===== src/rtl/uart_batch_receiver.sv =====
// UART batch receiver: 16x-oversampled bytes packed into one word; define UART_BATCH_TIMEOUT_EN to drop stale partial batches.
// Latency: batch_valid 1 clk after the final stop sample (+2 clk rx sync); backpressure: word held until batch_ack, a completion while held sets overrun.
module uart_batch_receiver #(
    parameter int DBITS       = 8,
    parameter int SB_TICK     = 16,
    parameter int BATCH_BYTES = 4,
    parameter int TIMEOUT_TK  = 512
) (
    input  logic                             clk_100MHz,
    input  logic                             reset_n,
    input  logic                             rx,
    input  logic                             sample_tick,
    output logic [DBITS*BATCH_BYTES-1:0]     batch_data,
    output logic                             batch_valid,
    input  logic                             batch_ack,
    output logic [$clog2(BATCH_BYTES+1)-1:0] byte_count,
    output logic                             frame_error,
    output logic                             overrun
);

    localparam int WW = DBITS * BATCH_BYTES;
    localparam int CW = $clog2(BATCH_BYTES + 1);
    localparam int SW = (SB_TICK > 16) ? $clog2(SB_TICK) : 4;
    localparam int NW = (DBITS > 1) ? $clog2(DBITS) : 1;

    typedef enum logic [1:0] {S_IDLE, S_START, S_DATA, S_STOP} state_t;

    state_t          state_q, state_d;
    logic            rx_meta_q, rx_meta_d;
    logic            rx_sync_q, rx_sync_d;
    logic [SW-1:0]   s_q, s_d;
    logic [NW-1:0]   n_q, n_d;
    logic [DBITS-1:0] shreg_q, shreg_d;
    logic [WW-1:0]   buf_q, buf_d;
    logic [WW-1:0]   word_q, word_d;
    logic            valid_q, valid_d;
    logic [CW-1:0]   count_q, count_d;
    logic            fe_q, fe_d;
    logic            ovr_q, ovr_d;
    logic            byte_ok;
    logic            start_entry;

`ifdef UART_BATCH_TIMEOUT_EN
    localparam int TW = (TIMEOUT_TK > 1) ? $clog2(TIMEOUT_TK) : 1;
    logic [TW-1:0]   idle_q, idle_d;
`else
    logic            unused_timeout;
    assign unused_timeout = |TIMEOUT_TK;
`endif

    always_ff @(posedge clk_100MHz) begin
        if (!reset_n) begin
            state_q   <= S_IDLE;
            rx_meta_q <= 1'b1;
            rx_sync_q <= 1'b1;
            s_q       <= '0;
            n_q       <= '0;
            shreg_q   <= '0;
            buf_q     <= '0;
            word_q    <= '0;
            valid_q   <= 1'b0;
            count_q   <= '0;
            fe_q      <= 1'b0;
            ovr_q     <= 1'b0;
`ifdef UART_BATCH_TIMEOUT_EN
            idle_q    <= '0;
`endif
        end else begin
            state_q   <= state_d;
            rx_meta_q <= rx_meta_d;
            rx_sync_q <= rx_sync_d;
            s_q       <= s_d;
            n_q       <= n_d;
            shreg_q   <= shreg_d;
            buf_q     <= buf_d;
            word_q    <= word_d;
            valid_q   <= valid_d;
            count_q   <= count_d;
            fe_q      <= fe_d;
            ovr_q     <= ovr_d;
`ifdef UART_BATCH_TIMEOUT_EN
            idle_q    <= idle_d;
`endif
        end
    end

    always_comb begin
        state_d     = state_q;
        rx_meta_d   = rx;
        rx_sync_d   = rx_meta_q;
        s_d         = s_q;
        n_d         = n_q;
        shreg_d     = shreg_q;
        buf_d       = buf_q;
        word_d      = word_q;
        valid_d     = valid_q;
        count_d     = count_q;
        fe_d        = 1'b0;
        ovr_d       = ovr_q;
        byte_ok     = 1'b0;
        start_entry = 1'b0;
`ifdef UART_BATCH_TIMEOUT_EN
        idle_d      = idle_q;
`endif

        if (valid_q && batch_ack) begin
            valid_d = 1'b0;
        end

        if (sample_tick) begin
            case (state_q)
                S_IDLE: begin
                    if (!rx_sync_q) begin
                        state_d     = S_START;
                        s_d         = '0;
                        start_entry = 1'b1;
                    end
                end
                S_START: begin
                    if (s_q == SW'(7)) begin
                        if (!rx_sync_q) begin
                            state_d = S_DATA;
                            s_d     = '0;
                            n_d     = '0;
                        end else begin
                            state_d = S_IDLE;
                        end
                    end else begin
                        s_d = s_q + SW'(1);
                    end
                end
                S_DATA: begin
                    if (s_q == SW'(15)) begin
                        s_d     = '0;
                        shreg_d = {rx_sync_q, shreg_q[DBITS-1:1]};
                        if (n_q == NW'(DBITS - 1)) begin
                            state_d = S_STOP;
                        end else begin
                            n_d = n_q + NW'(1);
                        end
                    end else begin
                        s_d = s_q + SW'(1);
                    end
                end
                S_STOP: begin
                    if (s_q == SW'(SB_TICK - 1)) begin
                        state_d = S_IDLE;
                        s_d     = '0;
                        if (rx_sync_q) begin
                            byte_ok = 1'b1;
                        end else begin
                            fe_d = 1'b1;
                        end
                    end else begin
                        s_d = s_q + SW'(1);
                    end
                end
                default: state_d = S_IDLE;
            endcase
        end

        // Slot 0 is the MS byte; the completed word includes the byte landing this cycle.
        if (byte_ok) begin
            for (int k = 0; k < BATCH_BYTES; k++) begin
                if (count_q == CW'(k)) begin
                    buf_d[(BATCH_BYTES-1-k)*DBITS +: DBITS] = shreg_q;
                end
            end
            if (count_q == CW'(BATCH_BYTES - 1)) begin
                count_d = '0;
                if (!valid_q || batch_ack) begin
                    word_d  = buf_d;
                    valid_d = 1'b1;
                end else begin
                    ovr_d = 1'b1;
                end
            end else begin
                count_d = count_q + CW'(1);
            end
        end

`ifdef UART_BATCH_TIMEOUT_EN
        if (start_entry || (count_q == '0)) begin
            idle_d = '0;
        end else if (sample_tick && (state_q == S_IDLE)) begin
            if (idle_q == TW'(TIMEOUT_TK - 1)) begin
                idle_d  = '0;
                count_d = '0;
                fe_d    = 1'b1;
            end else begin
                idle_d = idle_q + TW'(1);
            end
        end
`endif
    end

    assign batch_data  = word_q;
    assign batch_valid = valid_q;
    assign byte_count  = count_q;
    assign frame_error = fe_q;
    assign overrun     = ovr_q;

endmodule


===== config.mk =====
export PLATFORM = sky130hd
export DESIGN_NAME = uart_batch_receiver
export DESIGN_NICKNAME = d
export VERILOG_FILES = /design/src/rtl/uart_batch_receiver.sv
export SDC_FILE = /design/constraint.sdc
export NUM_CORES = 1
export LEC_CHECK = 0
export BUFFER_PORTS_ARGS = -buffer_cell sky130_fd_sc_hd__buf_2
export CAP_MARGIN = 20
export CELL_PAD_IN_SITES_DETAIL_PLACEMENT = 1
export CELL_PAD_IN_SITES_GLOBAL_PLACEMENT = 1
export CORE_ASPECT_RATIO = 0.75
export CORE_MARGIN = 10
export CORE_UTILIZATION = 25
export CTS_BUF_LIST = sky130_fd_sc_hd__clkbuf_16
export CTS_CLUSTER_DIAMETER = 120
export DETAILED_ROUTE_END_ITERATION = 7
export PLACE_DENSITY_LB_ADDON = 0.2
export SLEW_MARGIN = 20
export SYNTH_ARGS = -nofsm -noshare
export SYNTH_HDL_FRONTEND = slang
export SYNTH_SLANG_ARGS = --single-unit
export TNS_END_PERCENT = 100

===== constraint.sdc =====
create_clock -name clk_100MHz -period 2.14 [get_ports clk_100MHz]
set_clock_uncertainty 0.2 [all_clocks]
set_input_delay 0.428 -clock clk_100MHz [delete_from_list [all_inputs] [get_ports clk_100MHz]]
set_output_delay 0.428 -clock clk_100MHz [all_outputs]
set_load 0.02 [all_outputs]

==> results by group, run 1 <==
Outcome
  – Status: finished, final reports clean

Floorplanning
  – Chip width: roughly 160 um
  – Core box area: about 14000 um^2
  – Initial Utilization: 25.4%
  – Die area: about 20000 um^2
  – FP Rows: 38
  – Die height: roughly 120 um
  – # IOs: 43

Worst setup path
  – Worst Path Max Fanout: 8
  – R2r setup slk: ~0.13 ns
  – Critical Path End Type: flop
  – Kind of critical path: reg -> reg
  – Crit-path cells: ha_2 -> nand4_4 -> or2_2 -> nor2b_1 -> buf_4 -> mux2i_1
  – Buf/Inv on CP: 1
  – WP data required: roughly 2.2 ns
  – Slowest CP cell: or2_2
  – CP startpoint kind: flop
  – Arr. time, crit path: between 2 and 2.5 ns
  – CP top delay family: simple AND/OR/NAND/NOR gates
  – Crit path largest cell delay: 0.41 ns

Timing
  – Worst-margin pin slew: approximately 0.44 ns
  – Max-slew violations: 0
  – Max Freq: between 400 and 500 MHz
  – Final setup viols: 0
  – Minimum clock period: approximately 2 ns
  – Period utilization: 93.9%
  – Setup TNS: 0 ns
  – Max-slew headroom: between 70% and 80%
  – Hold slack final: ~0.071 ns
  – RSZ-0062 raised after global routing: false
  – Final Hold Vio Count: 0

Detailed routing
  – Post-Route WL: 10300 um
  – DRT iter0 DRCs: 96
  – Drt via density: approximately 4.5
  – Via count: roughly 3.0k
  – WL/cell: between 15 and 20 um
  – TritonRoute pass-1 iters: 4
  – ANT nets after route: 0
  – Drt drc: 0

CTS
  – Total CTS buffers: 9
  – Hold buffers post-CTS: 0
  – CTS Sinks: 81
  – Post-CTS sizing: 0
  – CTS max path bufs: 2
  – H-tree levels: 3
  – Worst-skew pair later-pin latency: 0.34 ns
  – CTS tree: done
  – Post-CTS setup repair buffer count: 0
  – Root buffer selected by CTS: clkbuf_16
  – Worst-path clk slew: around 0.060 ns

Place
  – DP HPWL: 7190 um
  – Port Buf Inserts: 42
  – RD Place Congestion: just under 0.8

Logic synthesis
  – Yosys cell types: between 40 and 50
  – Ys flop type: dfxtp_1
  – Mean Syn Cell Area: approximately 9.0 um^2
  – Synth area leader: dfxtp_1
  – Post-synth top area share: 44.4%
  – Asr flop ratio synth: 0%
  – Sequential-to-total area share from yosys stat: between 40 and 50%
  – Post-Synthesis Cell Area: around 3700 um^2
  – Synth top area cells: dfxtp_1 (44%), mux2i_1 (8.8%), nand2_1 (7.5%), mux2_2 (7.4%), nand3_1 (5.6%)
  – Synth warn: 0
  – Synth Instances: about 400
  – Syn nets: about 420
  – Post-synth EDFFs: 0
  – #FFs+latches synth: 81

Global route
  – Number of antenna violations at the first check in global routing: 0
  – Global-route wire length before repair: between 15000 and 20000 um
  – GRT Resource Usage Total: 10.6%
  – Largest net degree at the start of global routing: 45
  – GR Overflow Total: 0
  – Vias in the first global route: around 3.1k

Final layout
  – Diode count: 0
  – Area Overhead vs Synth: 20.6%
  – Fillers: ~1.7k
  – Nets@finish: 457
  – Share of cells above drive strength 1: 23.3%
  – Commonest cells after routing, fill and taps aside: dfxtp_1 (81), nand2_1 (73), nand3_1 (41), buf_2 (41), o21ai_0 (39)
  – Layout Utilization: around 30%
  – Most common cell after layout, fill and taps aside: dfxtp_1

Job
  – Max Cap Violations: 0

Min path
  – HP Class: in -> reg

Power and ir drop
  – Pwr per Cell Area: 670 nW/um^2
  – Power, Total: 2.95 mW
  – Lkg Pwr: about 1.7 nW
  – Maximum VDD drop: around 310 uV
==> registers in the layout, summed over array words and instances (netlist names), named ones only <==
register and flops:
batch_data 32, batch_valid 1, buf_q 24, byte_count 3, frame_error 1, n_q 3, overrun 1, rx_meta_q 1
rx_sync_q 1, s_q 4, shreg_q 8, state_q 1
==> stage by stage <==
step / setup slack [ns] / cell area, um^2 / instances
2_1_floorplan: 0.114 / 3650 / 407
3_3_place_gp: 0.201 / 4150 / 634
3_5_place_dp: 0.129 / 4150 / 634
4_1_cts: 0.108 / 4410 / 650
5_1_grt: 0.0162 / 4410 / 650
6_report: 0.130 / 4410 / 650
==> kinds of logic (layout without fill, tap and decap cells) <==
| logic type | Yosys count | count (layout) | share of synthesized area [%] |
|---|---|---|---|
| xor gates and xnor gates | 1 | 1 | 0.240 |
| buffers and inverters | 43 | 86 | 5.55 |
| DFF | 81 | 81 | 44.4 |
| and+or+nand+nor | 158 | 158 | 21.8 |
| muxes | 56 | 56 | 16.2 |
| adders and majority gates | 7 | 7 | 2.40 |
| AOI/OAI and AO/OA | 61 | 61 | 9.52 |
==> worst paths after layout <==
kind	depth (start not counted)	start	endpoint
worst min-delay path	2	rx	rx_meta_q
worst min register to register	1	rx_meta_q	rx_sync_q
worst max register to register	6	s_q[0]	buf_q[26]
worst max-delay path	6	s_q[0]	buf_q[26]
==> per-layer routing <==
metal  routed length [um]  vias up  GRT usage [%]
met3                  470        8           3.93
li1                     -     1467              -
met2                 4470       47           16.0
met4                  119        0           3.26
met5                    0        -              0
met1                 5200     1432           13.6
==> report_power, final <==
group          switching, mW  internal [mW]
Clock                  0.605          0.762
Sequential           0.00226           1.51
Combinational         0.0500         0.0242
==> area by class of cell <==
cell class	instances	area, um^2	share of cell area, %
Tap cell	200	250	5.68
Inverter	7	26.3	0.596
Multi-Input combinational cell	283	1830	41.6
Clock buffer	9	225	5.11
Timing Repair Buffer	63	420	9.54
Sequential cell	81	1620	36.8
Clock inverter	7	31.3	0.710
==> Yosys cell counts (all sizes together) (4+ instances only) <==
| cell type | count |
|---|---|
| a21oi | 4 |
| buf | 12 |
| clkbuf | 24 |
| dfxtp | 81 |
| ha | 7 |
| inv | 7 |
| mux2 | 24 |
| mux2i | 32 |
| nand2 | 73 |
| nand3 | 42 |
| nor2 | 4 |
| nor2b | 17 |
| o21ai | 44 |
Note: power is estimated with default switching activity, not from simulation.
==> run 2, diff against run 1 <==
- MAX_ROUTING_LAYER: default -> met4
==> results by group, run 2 (same netlist as run 1, synthesis figures left out) <==
Min path
  – HP Class: in -> reg

Floorplanning
  – Core box area: 14400 um^2
  – FP Rows: 38
  – # IOs: 43
  – Die area: 19900 um^2
  – Initial Utilization: roughly 25%
  – Chip width: 160 um
  – Die height: 125 um

CTS
  – H-tree levels: 3
  – Worst-skew pair later-pin latency: between 0.3 and 0.4 ns
  – CTS tree: done
  – Hold buffers post-CTS: 0
  – Total CTS buffers: 9
  – Worst-path clk slew: 0.06 ns
  – Root buffer selected by CTS: clkbuf_16
  – Post-CTS sizing: 0
  – Post-CTS setup repair buffer count: 0
  – CTS max path bufs: 2
  – CTS Sinks: 81

Job
  – Max Cap Violations: 0

Worst setup path
  – Kind of critical path: reg -> reg
  – CP startpoint kind: flop
  – WP data required: approximately 2.2 ns
  – Arr. time, crit path: 2.08 ns
  – Worst Path Max Fanout: 8
  – CP top delay family: simple AND/OR/NAND/NOR gates
  – Setup crit start: s_q[0]
  – Worst Setup EP: buf_q[26]
  – Crit-path cells: ha_2 -> nand4_4 -> or2_2 -> nor2b_1 -> buf_4 -> mux2i_1
  – Critical Path End Type: flop
  – Cells on worst reg2reg path: 6
  – Reg-to-reg endpoint: buf_q[26]
  – Buf/Inv on CP: 1
  – Worst R2R Start: s_q[0]
  – Slowest CP cell: or2_2
  – R2r setup slk: 0.13 ns
  – Critical path depth: 6
  – Crit path largest cell delay: a little over 0.4 ns

Power and ir drop
  – Maximum VDD drop: just over 300 uV
  – Switching pwr: around 660 uW
  – Pint: 2.30 mW
  – Power share of the combinational group: approximately 2.5%
  – Part of the power in the clock network: about 46%
  – Pwr per Cell Area: ~670 nW/um^2
  – Sequential Power Share: between 50% and 60%
  – Lkg Pwr: 1.66 nW
  – Switching share of power: between 20 and 25%

Global route
  – Number of antenna violations at the first check in global routing: 0
  – Global-route wire length before repair: approximately 17000 um
  – Vias in the first global route: roughly 3.1k
  – Largest net degree at the start of global routing: 45
  – GRT Resource Usage Total: between 10% and 20%
  – GR Overflow Total: 0

Final layout
  – Most common cell after layout, fill and taps aside: dfxtp_1
  – Commonest cells after routing, fill and taps aside: dfxtp_1 (81), nand2_1 (73), nand3_1 (41), buf_2 (41), o21ai_0 (39)
  – Fillers: between 1.5k and 2k
  – Share of cells above drive strength 1: 23.3%
  – Diode count: 0
  – Nets@finish: 457
  – Area Overhead vs Synth: 20.6%
  – Max reg flops: 32
  – Design Area, Final: about 4400 um^2

Detailed routing
  – Post-Route WL: just over 10000 um
  – Drt via density: about 4.5
  – DRT iter0 DRCs: just under 100
  – Via count: around 3k
  – Drt drc: 0
  – WL/cell: between 15 and 20 um
  – TritonRoute pass-1 iters: 4
  – ANT nets after route: 0

Timing
  – Final setup viols: 0
  – Max Freq: between 400 and 500 MHz
  – Minimum clock period: ~2 ns
  – Max-slew violations: 0
  – RSZ-0062 raised after global routing: false
  – Worst-margin pin slew: roughly 0.44 ns
  – Max-slew headroom: a little over two thirds
  – Setup TNS: 0 ns
  – Worst setup margin: 0.129 ns
  – Hold slack final: around 0.071 ns
  – Final Hold Vio Count: 0
  – Period utilization: about 94%

Place
  – DP Area: just over 4000 um^2
  – DP HPWL: around 7200 um
  – RD Place Congestion: 0.802
  – Placement Setup Slack: 0.129 ns
  – Port Buf Inserts: 42

Outcome
  – Status: finished, final reports clean
==> run 2: cell type report <==
type                    instances  area (um^2)  area share, %
multi-input cells             283         1830           41.6
flip-flops and latches         81         1620           36.8
repair buffers                 63          420           9.54
well taps                     200          250           5.68
clock buffers                   9          225           5.11
clock inverters                 7         31.3          0.710
inverters                       7         26.3          0.596
==> run 2: worst min path at each step <==
stage | startpoint | slack, ns | end | depth (start not counted)
after detailed placement | rx_meta_q | 0.20 | rx_sync_q | 1
after global placement | rx_meta_q | 0.20 | rx_sync_q | 1
after global routing | rx | 0.06 | rx_meta_q | 2
after floorplan | rx_meta_q | 0.19 | rx_sync_q | 1
after CTS | rx | 0.06 | rx_meta_q | 2
final | rx | 0.07 | rx_meta_q | 2
==> run 2: routing by layer <==
metal  global-route usage (%)  vias up  part of all wire (%)
met4                     3.26        0                   1.2
met5                        -        -                     0
met2                     16.0       47                    44
met1                     13.7     1431                    51
met3                     3.76        8                   4.2
li1                         -     1467                     -
==> run 2: through the flow <==
| stage | util [%] | power, mW | cells |
|---|---|---|---|
| floorplan | - | 1.59 | 407 |
| global placement | 28.8 | 1.62 | 634 |
| detailed placement | 28.8 | 1.62 | 634 |
| global route | 30.6 | 3.08 | 650 |
| finish | 30.6 | 2.95 | 650 |
| CTS | 30.6 | 3.02 | 650 |
==> run 2: power by group through the flow <==
stage          logic (mW)  clock network [mW]  registers [mW]
3_5_place_dp       0.0762                   0            1.55
2_1_floorplan      0.0474                   0            1.55
4_1_cts            0.0765                1.43            1.51
5_1_grt            0.0825                1.49            1.51
3_3_place_gp       0.0746                   0            1.55
6_report           0.0742                1.37            1.51
